## src/rtl/tri_feed_pkg.sv

```systemverilog
`default_nettype none
// ============================================================================
//  Module      : tri_feed_pkg
//  Description : Shared types and constants for the triangular skew-FIFO feed
//                sequencer: FSM state encoding, lane vector type, read-to-beat
//                latency and a saturating increment helper.
//  Revision    : 1.0  initial release
// ============================================================================
package tri_feed_pkg;

  // Default lane geometry; the sequencer itself is parameterised.
  localparam int DEF_BIT_WIDTH  = 32;
  localparam int DEF_TRI_LENGTH = 16;

  // Cycles from a read strobe to the matching beat on the FIFO inputs:
  // one cycle of buffer latency plus the beat register.
  localparam int FEED_LATENCY = 2;

  typedef enum logic [1:0] {
    IDLE  = 2'd0,
    FETCH = 2'd1,
    DRAIN = 2'd2,
    DONE  = 2'd3
  } state_t;

  typedef logic [DEF_TRI_LENGTH-1:0][DEF_BIT_WIDTH-1:0] lane_vec_t;

  // Increment that sticks at all-ones instead of wrapping.
  function automatic logic [31:0] sat_inc32(input logic [31:0] v);
    return (v == 32'hFFFF_FFFF) ? v : v + 32'd1;
  endfunction

endpackage
`default_nettype wire

```

## src/rtl/tri_feed_ctrl.sv

```systemverilog
`default_nettype none
// ============================================================================
//  Module      : tri_feed_ctrl
//  Description : Streams a tile of rows from the operand buffer into the
//                triangular skew FIFO array. A start pulse latches the base
//                address and row count, issues one buffer read per cycle,
//                registers each returned row into an all-lanes beat, then
//                appends TRI_LENGTH zero flush beats so the deepest lane
//                drains, and finally pulses done.
//  Ports       : clk, rstn (sync, active-low)
//                start, base_addr, num_rows   - pass request
//                busy, done                   - pass status
//                rd_en, rd_addr, rd_data      - operand buffer read port
//                fifo_enable, fifo_data       - skew FIFO inputs
//                cycle_count                  - only with TRI_FEED_PERF_CNT_EN
//  Options     : TRI_FEED_PERF_CNT_EN - adds cycle_count, the busy-cycle count
//                of the last completed pass (saturating, updated on done).
//  Revision    : 1.0  initial release
// ============================================================================
module tri_feed_ctrl
  import tri_feed_pkg::*;
#(
  parameter int BIT_WIDTH  = 32,
  parameter int TRI_LENGTH = 16,
  parameter int ADDR_WIDTH = 8,
  parameter int ROW_W      = 8
) (
  input  logic                                 clk,
  input  logic                                 rstn,
  input  logic                                 start,
  input  logic [ADDR_WIDTH-1:0]                base_addr,
  input  logic [ROW_W-1:0]                     num_rows,
  output logic                                 busy,
  output logic                                 done,
  output logic                                 rd_en,
  output logic [ADDR_WIDTH-1:0]                rd_addr,
  input  logic [TRI_LENGTH-1:0][BIT_WIDTH-1:0] rd_data,
`ifdef TRI_FEED_PERF_CNT_EN
  output logic [31:0]                          cycle_count,
`endif
  output logic [TRI_LENGTH-1:0]                fifo_enable,
  output logic [TRI_LENGTH-1:0][BIT_WIDTH-1:0] fifo_data
);

  // Counts flush beats 0..TRI_LENGTH inclusive.
  localparam int FLUSH_W = $clog2(TRI_LENGTH + 1);

  state_t                              r_state;
  state_t                              w_next;
  logic [ADDR_WIDTH-1:0]               r_addr;
  logic [ROW_W-1:0]                    r_rows_left;
  logic                                r_rd_vld;
  logic [FLUSH_W-1:0]                  r_flush_cnt;
  logic                                r_beat_vld;
  logic [TRI_LENGTH-1:0][BIT_WIDTH-1:0] r_beat_data;

  logic w_last_read;
  logic w_flush_load;
  logic w_flush_full;

  assign w_last_read  = (r_rows_left == ROW_W'(1));
  assign w_flush_full = (r_flush_cnt == FLUSH_W'(TRI_LENGTH));
  // The first DRAIN cycle still carries the last row out of the read
  // pipeline; flush beats are loaded only once that slot is free, which keeps
  // data and flush beats back to back.
  assign w_flush_load = (r_state == DRAIN) && !r_rd_vld && !w_flush_full;

  // --------------------------------------------------------------------------
  // State register
  // --------------------------------------------------------------------------
  always_ff @(posedge clk) begin
    if (!rstn) begin
      r_state <= IDLE;
    end else begin
      r_state <= w_next;
    end
  end

  // --------------------------------------------------------------------------
  // Next-state logic
  // --------------------------------------------------------------------------
  always_comb begin
    w_next = r_state;
    case (r_state)
      IDLE: begin
        if (start) begin
          w_next = (num_rows != '0) ? FETCH : DONE;
        end
      end
      FETCH: begin
        if (w_last_read) begin
          w_next = DRAIN;
        end
      end
      DRAIN: begin
        // Counter full means the final flush beat is on the outputs now.
        if (w_flush_full) begin
          w_next = DONE;
        end
      end
      DONE:    w_next = IDLE;
      default: w_next = IDLE;
    endcase
  end

  // --------------------------------------------------------------------------
  // Output logic
  // --------------------------------------------------------------------------
  always_comb begin
    busy        = (r_state != IDLE);
    done        = (r_state == DONE);
    rd_en       = (r_state == FETCH);
    rd_addr     = (r_state == FETCH) ? r_addr : '0;
    fifo_enable = {TRI_LENGTH{r_beat_vld}};
    fifo_data   = r_beat_data;
  end

  // --------------------------------------------------------------------------
  // Address / row counter, read pipeline, flush counter, beat register
  // --------------------------------------------------------------------------
  always_ff @(posedge clk) begin
    if (!rstn) begin
      r_addr      <= '0;
      r_rows_left <= '0;
      r_rd_vld    <= 1'b0;
      r_flush_cnt <= '0;
      r_beat_vld  <= 1'b0;
      r_beat_data <= '0;
    end else begin
      if ((r_state == IDLE) && start) begin
        r_addr      <= base_addr;
        r_rows_left <= num_rows;
      end else if (r_state == FETCH) begin
        // Wraps modulo 2^ADDR_WIDTH by construction.
        r_addr      <= r_addr + ADDR_WIDTH'(1);
        r_rows_left <= r_rows_left - ROW_W'(1);
      end

      // rd_data is valid the cycle after the strobe.
      r_rd_vld <= (r_state == FETCH);

      if (r_state == DRAIN) begin
        if (w_flush_load) begin
          r_flush_cnt <= r_flush_cnt + FLUSH_W'(1);
        end
      end else begin
        r_flush_cnt <= '0;
      end

      // Data and fill beats are held to zero outside beats.
      if (r_rd_vld) begin
        r_beat_vld  <= 1'b1;
        r_beat_data <= rd_data;
      end else if (w_flush_load) begin
        r_beat_vld  <= 1'b1;
        r_beat_data <= '0;
      end else begin
        r_beat_vld  <= 1'b0;
        r_beat_data <= '0;
      end
    end
  end

`ifdef TRI_FEED_PERF_CNT_EN
  // --------------------------------------------------------------------------
  // Busy-cycle counter; the done cycle itself is included in the result.
  // --------------------------------------------------------------------------
  logic [31:0] r_busy_cnt;
  logic [31:0] r_cycle_count;

  always_ff @(posedge clk) begin
    if (!rstn) begin
      r_busy_cnt    <= '0;
      r_cycle_count <= '0;
    end else begin
      if (r_state == IDLE) begin
        r_busy_cnt <= '0;
      end else begin
        r_busy_cnt <= sat_inc32(r_busy_cnt);
      end
      if (r_state == DONE) begin
        r_cycle_count <= sat_inc32(r_busy_cnt);
      end
    end
  end

  assign cycle_count = r_cycle_count;
`endif

endmodule
`default_nettype wire

```

## config.mk

```make
export PLATFORM = sky130hd
export DESIGN_NAME = tri_feed_ctrl
export DESIGN_NICKNAME = d
export VERILOG_FILES = /design/src/rtl/tri_feed_pkg.sv /design/src/rtl/tri_feed_ctrl.sv
export SDC_FILE = /design/constraint.sdc
export NUM_CORES = 1
export LEC_CHECK = 0
export CAP_MARGIN = 20
export CORE_AREA = 2 2 418 420
export DETAILED_ROUTE_END_ITERATION = 8
export DIE_AREA = 0 0 420 422
export PLACE_DENSITY = 0.3
export SKIP_LAST_GASP = 1
export SLEW_MARGIN = 10
export SYNTH_ARGS = -nofsm -noshare
export SYNTH_HDL_FRONTEND = slang
export SYNTH_SLANG_ARGS = --single-unit
```

## constraint.sdc

```tcl
create_clock -name clk -period 1.8 [get_ports clk]
set_clock_uncertainty 0.1 [all_clocks]
set_input_delay 0.18 -clock clk [delete_from_list [all_inputs] [get_ports clk]]
set_output_delay 0.18 -clock clk [all_outputs]
set_load 0.01 [all_outputs]
```

# Word level (Yosys, flattened, before mapping)
# Cells that the tools add are included.
# op_classes
addsub,3
eq_ne,8
reduce_logical,12
mux,12
# op_table
op,count
$mux W8,5
$add A8 B1 Y8 const B,1
$eq A8 B1 Y1 const B,1
$mux W2,4
$pmux W2 S4,1
$reduce_bool A8 Y1,1
$sub A8 B1 Y8 const B,1
$add A5 B1 Y5 const B,1
$eq A5 B5 Y1 const B,1
$eq A2 B2 Y1 const B,2
$ne A2 B2 Y1 const B,2
$reduce_and A2 Y1,2
$reduce_bool A2 Y1,2
$logic_and A1 B1 Y1,3
$reduce_and A3 Y1,1
$eq A2 B1 Y1 const B,1
$logic_not A1 Y1,2
$logic_not A2 Y1,1
$mux W1,2
$ne A2 B1 Y1 const B,1
# word_totals
wordCells,57
inputBits,531
regBits,537

# Logic depth before layout (Yosys ltp)
# Gate-level depths: netlist of run 1.
# logic_depth
depth_word,5
ltp_mapped,7
depth_no_buf,6

# Worst setup path after synthesis of run 1
# Ideal clock, no wire load.
# synth_path
kind,reg2reg
startpoint,reg r_state[1]
endpoint,reg r_rows_left[7]
path_slack_ns,0.121
period_less_slack_ns,1.679
stages_incl_launch_ff,8
t_arrival_ns,1.494
t_required_ns,1.614
cell_sequence,dfxtp_1 -> inv_1 -> ha_1 -> buf_6 -> nor4b_4 -> nand3_1 -> xor2_1 -> a211oi_1
# synth_via
elab_cells_between_ends,5
classes_between,1 x eq/ne; 1 x mux; 3 x reduce/logical
# synth_lines
item,line,text
from (decl),tri_feed_ctrl.sv:48,state_t r_state;
from (signal assigned),tri_feed_ctrl.sv:75,r_state <= w_next;
$eq A2 B1 Y1,-,
net rd_en,tri_feed_ctrl.sv:35,"output logic rd_en,"
$reduce_bool A2 Y1 (no source line),-,
to (signal assigned),tri_feed_ctrl.sv:132,r_rows_left <= num_rows;
to (signal assigned),tri_feed_ctrl.sv:136,r_rows_left <= r_rows_left - ROW_W'(1);
to (decl),tri_feed_ctrl.sv:51,logic [ROW_W-1:0] r_rows_left;
# The timed path passes the listed nets, and every way through them passes these cells.
# A chain may end at the register's enable or synchronous reset.

# Worst setup path in the final report of run 1
# layout_path
startpoint,reg r_state[1]
endpoint,out rd_addr[2]
# layout_via
elab_chain_len,2
# layout_lines
item,line,text
$eq A2 B1 Y1,tri_feed_ctrl.sv:113,rd_addr = (r_state == FETCH) ? r_addr : '0;
$mux W8,tri_feed_ctrl.sv:113,
to (decl),tri_feed_ctrl.sv:36,"output logic [ADDR_WIDTH-1:0] rd_addr,"
# Every way passes these cells.

==> results of run 1 <==
logic make-up (layout without fill, tap and decap cells):
logic type / count (synthesis) / in the layout / synth area share, %
other: 0 / 22 / 0
AO/OA/AOI/OAI: 30 / 30 / 1.35
multiplexers: 2 / 2 / 0.130
buffers and inverters: 148 / 1715 / 4.06
XOR/XNOR: 17 / 17 / 0.966
AND/OR/NAND/NOR: 571 / 571 / 22.9
adder cells (fa/ha/maj): 10 / 10 / 0.812
flip-flops: 537 / 537 / 69.8
power by group:
group          switching [uW]  internal [uW]
registers                 471          12900
clock network            6240           8780
logic                    3580           3770
layout by cell type, fill, tap and decap left out, types with 8 or more instances in the layout:
cell                              synthesis  final
sky130_fd_sc_hd__clkbuf_8                 0     12
sky130_fd_sc_hd__inv_1                   11      8
sky130_fd_sc_hd__dlygate4sd3_1            0    441
sky130_fd_sc_hd__buf_2                    2     18
sky130_fd_sc_hd__xor2_1                  10     10
sky130_fd_sc_hd__dfxtp_2                  0      8
sky130_fd_sc_hd__clkdlybuf4s15_2          0     15
sky130_fd_sc_hd__nor2_1                  21     21
sky130_fd_sc_hd__buf_4                   16     43
sky130_fd_sc_hd__buf_6                    1      8
sky130_fd_sc_hd__buf_12                   0     15
sky130_fd_sc_hd__clkdlybuf4s50_1          0    529
sky130_fd_sc_hd__and3_1                 513    513
sky130_fd_sc_hd__a211oi_1                 9      9
sky130_fd_sc_hd__clkbuf_1               118     21
sky130_fd_sc_hd__dfxtp_1                537    526
sky130_fd_sc_hd__dlygate4sd2_1            0    486
sky130_fd_sc_hd__nand3_1                  9      9
sky130_fd_sc_hd__clkdlybuf4s15_1          0     16
sky130_fd_sc_hd__clkbuf_16                0     76
sky130_fd_sc_hd__diode_2                  0     22
sky130_fd_sc_hd__clkinv_2                 0     11
how the worst min path moves through the flow:
| stage | from | end | slack (ns) | depth (start not counted) |
|---|---|---|---|---|
| 2_1_floorplan | num_rows[1] | r_rows_left[1]$_SDFFE_PN0P_ | 0.23 | 2 |
| 3_3_place_gp | r_flush_cnt[4]$_SDFFE_PN0P_ | r_flush_cnt[4]$_SDFFE_PN0P_ | 0.40 | 2 |
| 3_5_place_dp | r_flush_cnt[4]$_SDFFE_PN0P_ | r_flush_cnt[4]$_SDFFE_PN0P_ | 0.40 | 2 |
| 4_1_cts | rd_data[328] | fifo_data[328]$_SDFF_PN0_ | 0.0005 | 2 |
| 5_1_grt | rd_data[313] | fifo_data[313]$_SDFF_PN0_ | 0.02 | 2 |
| 6_report | rd_data[96] | fifo_data[96]$_SDFF_PN0_ | 0.09 | 2 |
flip-flops by register name, indices dropped and copies added, names as in the netlist:
register / count
fifo_data: 512
r_addr: 8
r_beat_vld: 1
r_flush_cnt: 5
r_rd_vld: 1
r_rows_left: 8
r_state: 2
worst max-delay path, stage by stage, from the launching register on:
cell and delay [ns]:
sky130_fd_sc_hd__dfxtp_2 0.32, sky130_fd_sc_hd__inv_2 0.07, sky130_fd_sc_hd__ha_4 0.22, sky130_fd_sc_hd__and2_4 0.17, sky130_fd_sc_hd__buf_2 0.13
layer usage:
layer | vias to the layer above | wire length (um) | track usage [%]
met5 | - | 295 | 0
met4 | 46 | 3680 | 4.23
met3 | 171 | 8680 | 4.14
met2 | 600 | 53700 | 20.4
met1 | 7420 | 45900 | 14.6
li1 | 7531 | - | -
metrics by stage:
step                      setup TNS [ns]  total power (uW)  util (%)  instance area (um2)  hold slack, ns
after floorplan                        0             15900         -                15400           0.228
after global placement                 0             20700      16.8                29000           0.401
after detailed placement               0             20700      16.8                29000           0.402
after CTS                          -2.27             36700      20.4                35300        0.000523
after global routing               -1.95             37600      20.5                35400          0.0207
final                             -0.428             35700      20.5                35400          0.0875
repair_timing:
item / CTS / global route
hold buffers: 441 / 0
buffers inserted: 5 / 4
hold endpoints to repair: 449 / 0
pin swaps: 1 / 4
endpoints found under the setup margin: 539 / 19
gates resized for setup: 678 / 10
gates cloned: 1 / 0
area by class of cell:
class                           count  area, um2
Timing Repair Buffer             1572      15100
Tap cell                         2325       2910
Antenna cell                       22       55.1
Sequential cell                   537      10800
Clock inverter                     23        297
Inverter                           11       48.8
Fill cell                       19100     137000
Multi-Input combinational cell    630       4080
Clock buffer                      109       2150
==> results by stage, run 1 <==
Clock tree:
- The number of clock sinks is 537.
- The number of clock buffers added by TritonCTS is 76.
- The later pin in the worst-skew pair is clocked with a latency of approximately 0.69 ns.
- The clock tree root buffer cell is sky130_fd_sc_hd__clkbuf_16.
- Clock-pin slew was measured on the worst setup and hold paths at 0.05 ns.
- The buffer levels on the longest clock path is 3.
- The CTS H-tree depth is 3.
- TritonCTS built the clock tree.

Placement:
- After legalization and detailed placement, the total HPWL measured 90,100 um.
- During placement, the flow inserted port buffers numbering 1,069.
- The number of cells in the design after placement is 4,626.
- The placer's final routability congestion estimate is 0.830.
- The worst setup slack before clock tree synthesis is 0.0436 ns.

Timing:
- Setup repair after global routing could not meet its margin everywhere.
- The shortest clock period the worst path allows after layout is 1.87 ns.
- The number of endpoints failing setup at the final stage is 9.
- At the pin with the least slew margin, the transition time is 0.556 ns.
- The relative slew slack is 62.9%.
- The max-slew violation count is 0.
- The fmax is 534 MHz.
- The post-route worst setup slack is -0.0742 ns.
- The final number of hold-violating endpoints is 0.
- The portion of the clock cycle consumed by the worst path in the final layout is 104%.

Pwr:
- The analysis attributes to cell leakage a power of between 0.015 and 0.02 uW.
- The power density relative to cell area is between 1000 and 1500 nW/um2.
- The maximum vdd ir drop is 0.668 mV.

Setup path:
- By startpoint and endpoint, the worst setup path is classified as reg2out.
- At the worst endpoint, the arrival time is 1.59 ns.
- STA puts the critical path data required time at between 1.5 and 2 ns.
- The worst register-to-register path has a setup slack of 0.01 ns.
- The largest driver fanout on the critical path is 10.
- The sort of element at the end of the critical path is an output port.
- The most critical setup path has its endpoint at rd_addr[2].
- The type of element launching the critical path is a register.
- The critical path starts at r_state[1]$_SDFFE_PN0P_.
- The startpoint identified for the worst register-to-register timing path is r_state[1]$_SDFFE_PN0P_.
- The worst-case reg-to-reg path depth is 8.
- The end of the worst register-to-register path is r_addr[6]$_SDFFE_PN0P_.

Logic synthesis:
- Yosys mapped a number of flops with a built-in enable equal to 0.
- Ranked by instance count, the synthesized netlist is headed by 537 x sky130_fd_sc_hd__dfxtp_1, 513 x sky130_fd_sc_hd__and3_1, 118 x sky130_fd_sc_hd__clkbuf_1.
- Yosys attributes the largest share of cell area to sky130_fd_sc_hd__dfxtp_1 70%, sky130_fd_sc_hd__and3_1 21%, sky130_fd_sc_hd__clkbuf_1 2.9%, sky130_fd_sc_hd__ha_1 0.81%, sky130_fd_sc_hd__buf_4 0.78%.
- The number of nets in the synthesized netlist is around 1.9k.
- The dominant cell type by area after synthesis is sky130_fd_sc_hd__dfxtp_1.
- The synthesis-stage register bit count is 537.
- The count of synthesis-stage warnings from yosys is 0.
- The share of synthesized area occupied by flip-flops and latches is between 60% and 70%.
- The average instance in the mapped netlist occupies 11.7 um2.
- The post-synthesis async set-or-reset flop share is 0%.
- Yosys instantiated no cell more often than sky130_fd_sc_hd__dfxtp_1.
- The main flop type after synthesis is sky130_fd_sc_hd__dfxtp_1.
- Counting distinct cell types in the post-synthesis netlist gives 35.
- The count of mapped cells out of synthesis is about 1.3k.
- The cell area after synthesis is around 15,000 um2.
- The area share of the largest cell type after synthesis is a little over two thirds.

Floorplan:
- In this run the horizontal extent of the chip is ~420 um.
- The area enclosed by the die boundary is 177,000 um2.
- The core region area is 173,000 um2.
- In this run the vertical extent of the chip is 422 um.
- around 1.1k I/O pins were placed.
- The floorplan has 153 rows.
- Once the floorplan was initialized, standard cells occupied 8.91% of the core.

Final layout:
- The number of cells in the finished layout apart from fillers is 5,229.
- Compared with the post-synthesis result, the final layout area differs by 130%.
- For this run, the post-layout net count is 3,369.
- The share of cells above drive strength 1 is under 10%.

Routing:
- The number of detailed-route iterations in the first pass is 5.
- The count of nets left with antenna violations once routing finished came out at 0.
- In the routed design, unresolved DRC markers number 0.
- Dividing the detail-routed via count by the number of cells gives 3.02.
- The detailed-route wire length per cell is 21.5 um.
- The initial DRC count is 470.
- The via count of the routed design is 15.8k.
- The overall routed net length is 112,000 um.

Status:
- The run finished, with violations left.
- The checks that failed: negative setup slack.

GRT:
- The via count of the first global-routing pass is around 17k.
- The wire length of the first global-routing pass is 149,000 um.
- Entering global routing, the biggest net connects 99 pins.
- Global routing consumed, over all layers together, 12.3% of the routing resources.
- The overflow left after global routing is 0.
- The number of antenna violations at the first check in global routing is 60.

Worst hold path:
- The tightest min-delay check is of the in2reg type.

Flow run:
- The number of maximum-capacitance violations is 0.
Power figures use the tool's default switching activity.
==> run 2, diff against run 1 <==
Settings changed: ABC_AREA from default to 0, PLACE_DENSITY 0.3 to default.
==> run 2 against run 1 <==
Net effect: the run still ends with negative setup slack left; non-clock buffer count decreased by 16; combinational power rose by 6.5%; clock power is essentially flat; sequential share of layout area decreased by 0.36 points; cell area increased by 1.1%; die area did not move; global-route usage rose by 2.6 points; core utilization grew 0.22 points; worst setup slack worse by 0.080 ns; register-to-register slack lost 0.09 ns; power is 1.4% higher; sequential power about the same; largest cell class unchanged; largest power group unchanged.
==> results by stage, run 2 (synthesis gave the netlist of run 1 again) <==
Status:
- The run finished, with violations left.
- The final reports fail on negative setup slack.

Clock tree:
- The buffer levels on the longest clock path was 3 (unchanged).
- The clock latency reported for the late side of the worst-skew pair is 0.65 ns (-0.04 ns).
- The number of clock sinks came to 537 (unchanged).
- The clock-pin slew of the registers on the worst-case setup and hold paths is 0.05 ns (about the same).
- The CTS H-tree depth came to 3 (unchanged).
- The total CTS buffers is 74 (-2.6%).
- The clock tree from TritonCTS is yes.
- The tree is rooted in a sky130_fd_sc_hd__clkbuf_16.

Routing:
- The overall routed net length is 136,000 um (+21%).
- The detailed-route wire length per cell came to 25.8 um (+20%).
- The number of detailed-route iterations in the first pass came to 5 (unchanged).
- The detailed-route vias per instance is 3.18 (+5.4%).
- The via count of the routed design is 16.8k (+6.5%).
- The remaining antenna violation count after routing came to 0 (unchanged).
- The count of unresolved DRC violations after routing is 0 (unchanged).
- The initial DRC count was 847 (+80%).

Setup path:
- The standard cell with the maximum stage delay on the critical path is sky130_fd_sc_hd__dfxtp_2.
- The worst reg2reg path startpoint is r_state[1]$_SDFFE_PN0P_.
- The critical path arrival is 1.67 ns (+0.08 ns).
- The buffers plus inverters on the worst setup path is 3 (+1).
- The most repeated library cell on the critical path is sky130_fd_sc_hd__buf_12.
- The most critical setup path has its startpoint at r_state[1]$_SDFFE_PN0P_.
- The gate family responsible for the most delay along the worst path is flip-flops.
- The largest stage delay on the critical path is 0.33 ns (about the same).
- The worst setup path is captured at an output port.
- Walking the worst path, the cells encountered are inv_2 -> ha_4 -> buf_12 -> and2_4 -> buf_12.
- The worst setup path is of the reg2out kind.
- The type of element launching the critical path is a register.
- The largest driver fanout on the critical path is 6 (-4).
- The required time of the critical path is 1.52 ns (about the same).

Timing:
- The post-route worst setup slack is -0.154 ns (-0.0802 ns).
- The max-slew violation count is 0 (unchanged).
- The fmax is 512 MHz (-4.1%).
- The worst-margin pin slew is 0.478 ns (-0.0781 ns).
- The relative slew slack is 68.1% (+5.2 points).
- The shortest clock period the worst path allows after layout came to 1.95 ns (+0.0802 ns).
- The portion of the clock cycle consumed by the worst path in the final layout is 109% (+4.5 points).
- Setup repair after global routing could not meet its margin everywhere.
- The setup TNS came to -1.23 ns (-0.801 ns).
- The number of endpoints failing setup at the final stage was 13 (+4).
- The final number of hold-violating endpoints is 0 (unchanged).

Final layout:
- Leaving out fill and tap cells, the most frequent cells in the layout are 533 x sky130_fd_sc_hd__dfxtp_1, 529 x sky130_fd_sc_hd__clkdlybuf4s50_1, 513 x sky130_fd_sc_hd__and3_1, 438 x sky130_fd_sc_hd__dlygate4sd3_1, 428 x sky130_fd_sc_hd__dlygate4sd2_1.
- Compared with the post-synthesis result, the final layout area differs by 132%.
- The count of fill cells added during filler insertion is 18.9k (-1.4%).
- The flip-flop count of the largest register after layout is 512 (unchanged).
- The share of cells above drive strength 1 came to 9.28% (+1.0 points).
- The commonest non-fill, non-tap cell in the layout is sky130_fd_sc_hd__dfxtp_1.
- The post-route standard cell area excluding fillers is 35,800 um2 (+1.1%).
- The number of nets in the layout came to 3,351 (-0.53%).

Pwr:
- The maximum vdd ir drop is 0.550 mV (-18%).
- The power density relative to cell area is 1010 nW/um2 (+0.27%).
- The leakage power total came to 0.0171 uW (-1.5%).

Worst hold path:
- The launch point of the worst hold path is rd_data[299].
- The tightest min-delay check is of the in2reg type.

Floorplan:
- The site row count is 153 (unchanged).
- The core region area is 173,000 um2 (unchanged).
- The I/O pin count is 1,070 (unchanged).
- The area enclosed by the die boundary came to 177,000 um2 (unchanged).
- The initial core utilization is 8.91% (unchanged).
- The die width is 420 um (unchanged).
- The die extent in y was 422 um (unchanged).

GRT:
- The total routing resource utilization after global routing is 14.9% (+2.6 points).
- The number of antenna violations at the first check in global routing is 199 (+230%).
- The pin count of the biggest net entering global routing was 94 (-5.1%).
- The overflow left after global routing is 0 (unchanged).
- The wire length of the first global-routing pass came to 173,000 um (+16%).
- The via count of the first global-routing pass is 16.9k (+0.91%).

Placement:
- The placer's final routability congestion estimate was 0.905 (+8.9%).
- The placed wire-length estimate came to 115,000 um (+28%).
- The count of port buffers added during placement is 1,069 (unchanged).
- The instance area at placement came to 28,900 um2 (-0.29%).

Flow run:
- The number of maximum-capacitance violations is 0 (unchanged).
-- run 2: cell types whose count changed in the layout (fill, tap and decap cells not counted), sizes merged, moves of 3 or more --
| cell | delta |
|---|---|
| buf | -25 |
| clkdlybuf4s15 | +69 |
| diode | +71 |
| dlygate4sd2 | -58 |
| dlygate4sd3 | -3 |
-- run 2: area by class of cell --
type,count,area (um2),share of cell area [%]
clock buffer,107,2250,6.29
sequential,537,10800,30.0
multi-input combinational,630,4080,11.4
clock inverter,24,251,0.702
timing repair buffer,1556,15300,42.7
tap,2325,2910,8.12
antenna,93,233,0.650
inverter,11,43.8,0.122
-- run 2: per-layer routing --
metal / GRT usage (%) / wire [um] / vias to the layer above / share of wire [%]
met4: 4.29 / 3560 / 144 / 2.6
met3: 7.04 / 14500 / 285 / 11
li1: - / - / 7622 / -
met5: 0 / 891 / - / 0.65
met2: 24.3 / 63300 / 797 / 46
met1: 17.2 / 54000 / 7948 / 40
-- run 2: path summary, 6_finish.rpt --
kind | slack [ns] | endpoint | cells past startpoint
hold / removal | 0.07 | fifo_data[299]$_SDFF_PN0_ | 2
setup / recovery | -0.15 | rd_addr[7] | 5
hold reg to reg | 0.42 | r_flush_cnt[4]$_SDFFE_PN0P_ | 2
setup reg to reg | -0.08 | r_rows_left[7]$_SDFFE_PN0P_ | 9
-- run 2: stage by stage --
stage	setup slack (ns)	utilization (%)	instances	hold slack (ns)	total power [uW]
finish	-0.154	20.7	5283	0.0722	36200
global route	-0.233	20.7	5255	0.0320	37800
global placement	-0.0103	16.7	4608	0.401	20600
floorplan	0.121	-	1315	0.228	15900
CTS	-0.237	20.5	5186	0.000614	36800
detailed placement	0.00357	16.7	4608	0.413	20700
-- run 2: what timing repair did --
item	4_1_cts	5_1_grt
hold buffers	438	0
resized for setup	753	9
endpoints found under the hold margin	456	0
buffers inserted	7	4
gates cloned	2	0
endpoints found under the setup margin	539	16
pin swaps	1	0
-- run 2: where the power goes --
part	switching (uW)	internal [uW]	leakage, uW	total (uW)
Clock	6030	9010	0.00124	15000
Sequential	469	12900	0.00435	13300
Combinational	3870	3960	0.0115	7830
Total	10400	25800	0.0171	36200
==> run 3, diff against run 2 <==
Settings changed: PLACE_DENSITY from default to 0.32, TNS_END_PERCENT from default to 1.
==> run 3 against run 2 <==
Net effect: the run still ends with negative setup slack left; critical path depth shrank 4; cell area grew 0.65%; non-clock buffer count grew 9; die area is the same; worst hold slack gained 0.0025 ns; wire length shrank 18%; via count shrank 6.0%; clock-buffer cell count grew 6.
==> results by stage, run 3 (synthesis gave the netlist of run 1 again) <==
Status:
- The flow ran to the end, but the final reports show violations.
- The final reports fail on negative setup slack.

Setup path:
- The required time of the critical path came to 1.52 ns (about the same).
- The worst-case reg-to-reg path depth is 7 (-2).
- The slowest stage of the critical path is the sky130_fd_sc_hd__clkdlybuf4s50_1 cell.
- The slack of the worst reg-to-reg path is 0.13 ns (+0.21 ns).
- The sort of element at the end of the critical path is an output port.
- Tracing the worst setup path back leads to its startpoint at fifo_data[276]$_SDFF_PN0_.
- STA classifies the critical path startpoint as a register.
- The largest driver fanout on the critical path came to 1 (-5).
- The category of the most critical setup path is reg2out.
- Following the worst setup path forward leads to its endpoint at fifo_data[276].
- The largest stage delay on the critical path was 0.67 ns (+0.34 ns).
- The buffers plus inverters on the worst setup path is 1 (-2).
- The critical path arrival is 1.67 ns (about the same).
- The startpoint identified for the worst register-to-register timing path is r_state[1]$_SDFFE_PN0P_.
- The critical path depth is 1 (-4).
- The gate family responsible for the most delay along the worst path is buffers and inverters.
- The end of the worst register-to-register path is r_rows_left[7]$_SDFFE_PN0P_.
- The critical path goes through clkdlybuf4s50_1.

Final layout:
- The flip-flop count of the largest register after layout is 512 (unchanged).
- Leaving out fill and tap cells, the most frequent cell in the layout is sky130_fd_sc_hd__clkdlybuf4s50_1.
- The number of nets in the layout came to 3,362 (+0.33%).
- The post-route standard cell area excluding fillers came to 36,000 um2 (+0.65%).
- The number of cells in the finished layout apart from fillers is 5,234 (-0.93%).
- Leaving out fill and tap cells, the most frequent cells in the layout are 992 x sky130_fd_sc_hd__clkdlybuf4s50_1, 534 x sky130_fd_sc_hd__dfxtp_1, 513 x sky130_fd_sc_hd__and3_1, 440 x sky130_fd_sc_hd__dlygate4sd3_1, 78 x sky130_fd_sc_hd__clkbuf_16.
- The count of fill cells added during filler insertion is 18.9k (-0.064%).
- The core occupancy in the finished layout is 20.8% (+0.13 points).
- The layout overhead on the synthesized area is 134%.
- The share of cells above drive strength 1 is 6.95% (-2.3 points).

Worst hold path:
- The path class of the lowest-slack min-delay path is in2reg.

GRT:
- The number of antenna violations at the first check in global routing came to 66 (-67%).
- The total routing resource utilization after global routing was 12.2% (-2.7 points).
- The overflow left after global routing is 0 (unchanged).
- The pin count of the biggest net entering global routing came to 134 (+43%).
- The wire length of the first global-routing pass came to 148,000 um (-14%).
- The via count of the first global-routing pass is 16.9k (-0.36%).

Placement:
- The instance area at placement is 29,000 um2 (+0.35%).
- The number of cells in the design after placement was 4,627 (+0.41%).
- The placed wire-length estimate came to 89,800 um (-22%).
- The count of port buffers added during placement came to 1,069 (unchanged).
- The placer's final routability congestion estimate is 0.810 (-10%).

Clock tree:
- The CTS H-tree depth is 3 (unchanged).
- The cell sitting at the root of the clock tree is a sky130_fd_sc_hd__clkbuf_16.
- The total CTS buffers is 76 (+2.7%).
- The clock tree from TritonCTS is yes.
- The buffer levels on the longest clock path is 3 (unchanged).
- The clock latency reported for the late side of the worst-skew pair is 0.67 ns (+0.02 ns).
- The clock-pin slew of the registers on the worst-case setup and hold paths is 0.06 ns (about the same).
- The number of clock sinks is 537 (unchanged).

Timing:
- Setup repair after global routing could not meet its margin everywhere.
- The relative slew slack is 61.8% (-6.4 points).
- The post-route worst setup slack is -0.152 ns (+0.00245 ns).
- The shortest clock period the worst path allows after layout is 1.95 ns (-0.00245 ns).
- The fmax came to 512 MHz (+0.13%).
- The worst-margin pin slew came to 0.574 ns (+0.0955 ns).
- The final number of hold-violating endpoints is 0 (unchanged).
- The setup TNS is -14.56 ns (-13.33 ns).
- The max-slew violation count is 0 (unchanged).
- The portion of the clock cycle consumed by the worst path in the final layout is 108% (-0.14 points).
- The number of endpoints failing setup at the final stage is 297 (+284).

Floorplan:
- The I/O pin count is 1,070 (unchanged).
- The area enclosed by the die boundary is 177,000 um2 (unchanged).
- The die extent in y is 422 um (unchanged).
- The site row count was 153 (unchanged).
- The die width is 420 um (unchanged).
- The initial core utilization was 8.91% (unchanged).
- The core region area is 173,000 um2 (unchanged).

Routing:
- The number of detailed-route iterations in the first pass is 4 (-1).
- The detailed-route vias per instance is 3.02 (-5.1%).
- The overall routed net length was 112,000 um (-18%).
- The via count of the routed design came to 15.8k (-6.0%).
- The count of unresolved DRC violations after routing is 0 (unchanged).
- The initial DRC count was 540 (-36%).
- The detailed-route wire length per cell is 21.4 um (-17%).
- The remaining antenna violation count after routing is 0 (unchanged).

Flow run:
- The number of maximum-capacitance violations was 0 (unchanged).

Pwr:
- The power density relative to cell area is 1020 nW/um2 (+0.71%).
- The leakage power total is 0.0154 uW (-9.8%).
- The final total power came to 36,700 uW (+1.4%).
- The maximum vdd ir drop is 0.649 mV (+18%).
[run 3: changes by cell type in the layout (fill, tap and decap cells not counted), moves of 4 or more]
| cell | delta |
|---|---|
| sky130_fd_sc_hd__clkdlybuf4s15_2 | -63 |
| sky130_fd_sc_hd__inv_6 | -4 |
| sky130_fd_sc_hd__buf_4 | +15 |
| sky130_fd_sc_hd__dlygate4sd2_1 | -368 |
| sky130_fd_sc_hd__clkdlybuf4s15_1 | -37 |
| sky130_fd_sc_hd__clkdlybuf4s50_1 | +463 |
| sky130_fd_sc_hd__diode_2 | -62 |
| sky130_fd_sc_hd__dlymetal6s2s_1 | +4 |
| sky130_fd_sc_hd__clkbuf_1 | +9 |
| sky130_fd_sc_hd__bufinv_16 | +4 |
[run 3: worst min path at each step]
stage,cells past startpoint,end,start
3_3_place_gp,2,r_flush_cnt[4]$_SDFFE_PN0P_,r_flush_cnt[4]$_SDFFE_PN0P_
4_1_cts,2,fifo_data[226]$_SDFF_PN0_,rd_data[226]
3_5_place_dp,2,r_flush_cnt[4]$_SDFFE_PN0P_,r_flush_cnt[4]$_SDFFE_PN0P_
2_1_floorplan,2,r_rows_left[1]$_SDFFE_PN0P_,num_rows[1]
6_report,2,fifo_data[298]$_SDFF_PN0_,rd_data[298]
5_1_grt,3,r_rows_left[3]$_SDFFE_PN0P_,num_rows[3]
[run 3: area by class of cell]
class	instances	area [um2]	area share (%)
Sequential cell	537	10800	29.8
Clock buffer	113	2240	6.22
Clock inverter	22	312	0.864
Antenna cell	31	77.6	0.215
Multi-Input combinational cell	630	4050	11.2
Inverter	11	41.3	0.115
Tap cell	2325	2910	8.07
Timing Repair Buffer	1565	15600	43.4
[run 3: metal layers]
layer,share of wire [%],GRT usage (%)
met1,41,14.7
met2,47,20.0
met3,7.7,3.91
met4,4.0,4.98
met5,0.17,0
[run 3: power breakdown]
group / leakage, uW / switching (uW) / internal (uW)
combinational: 0.00983 / 3510 / 4140
sequential: 0.00435 / 505 / 12900
clock: 0.00126 / 6170 / 9490
total: 0.0154 / 10200 / 26500
[run 3: timing repair]
item	CTS	global route
endpoints found under the setup margin	536	512
pin swaps	1	0
setup buffers	1	0
endpoints found under the hold margin	465	0
hold buffers	440	0
gates resized for setup	110	6
[run 3: per-stage QoR]
step                      hold slack [ns]  setup WS (ns)
final                              0.0747         -0.152
after CTS                        0.000671         -0.273
after global routing               0.0275         -0.240
after global placement              0.402         0.0122
after floorplan                     0.228          0.121
after detailed placement            0.400         0.0333
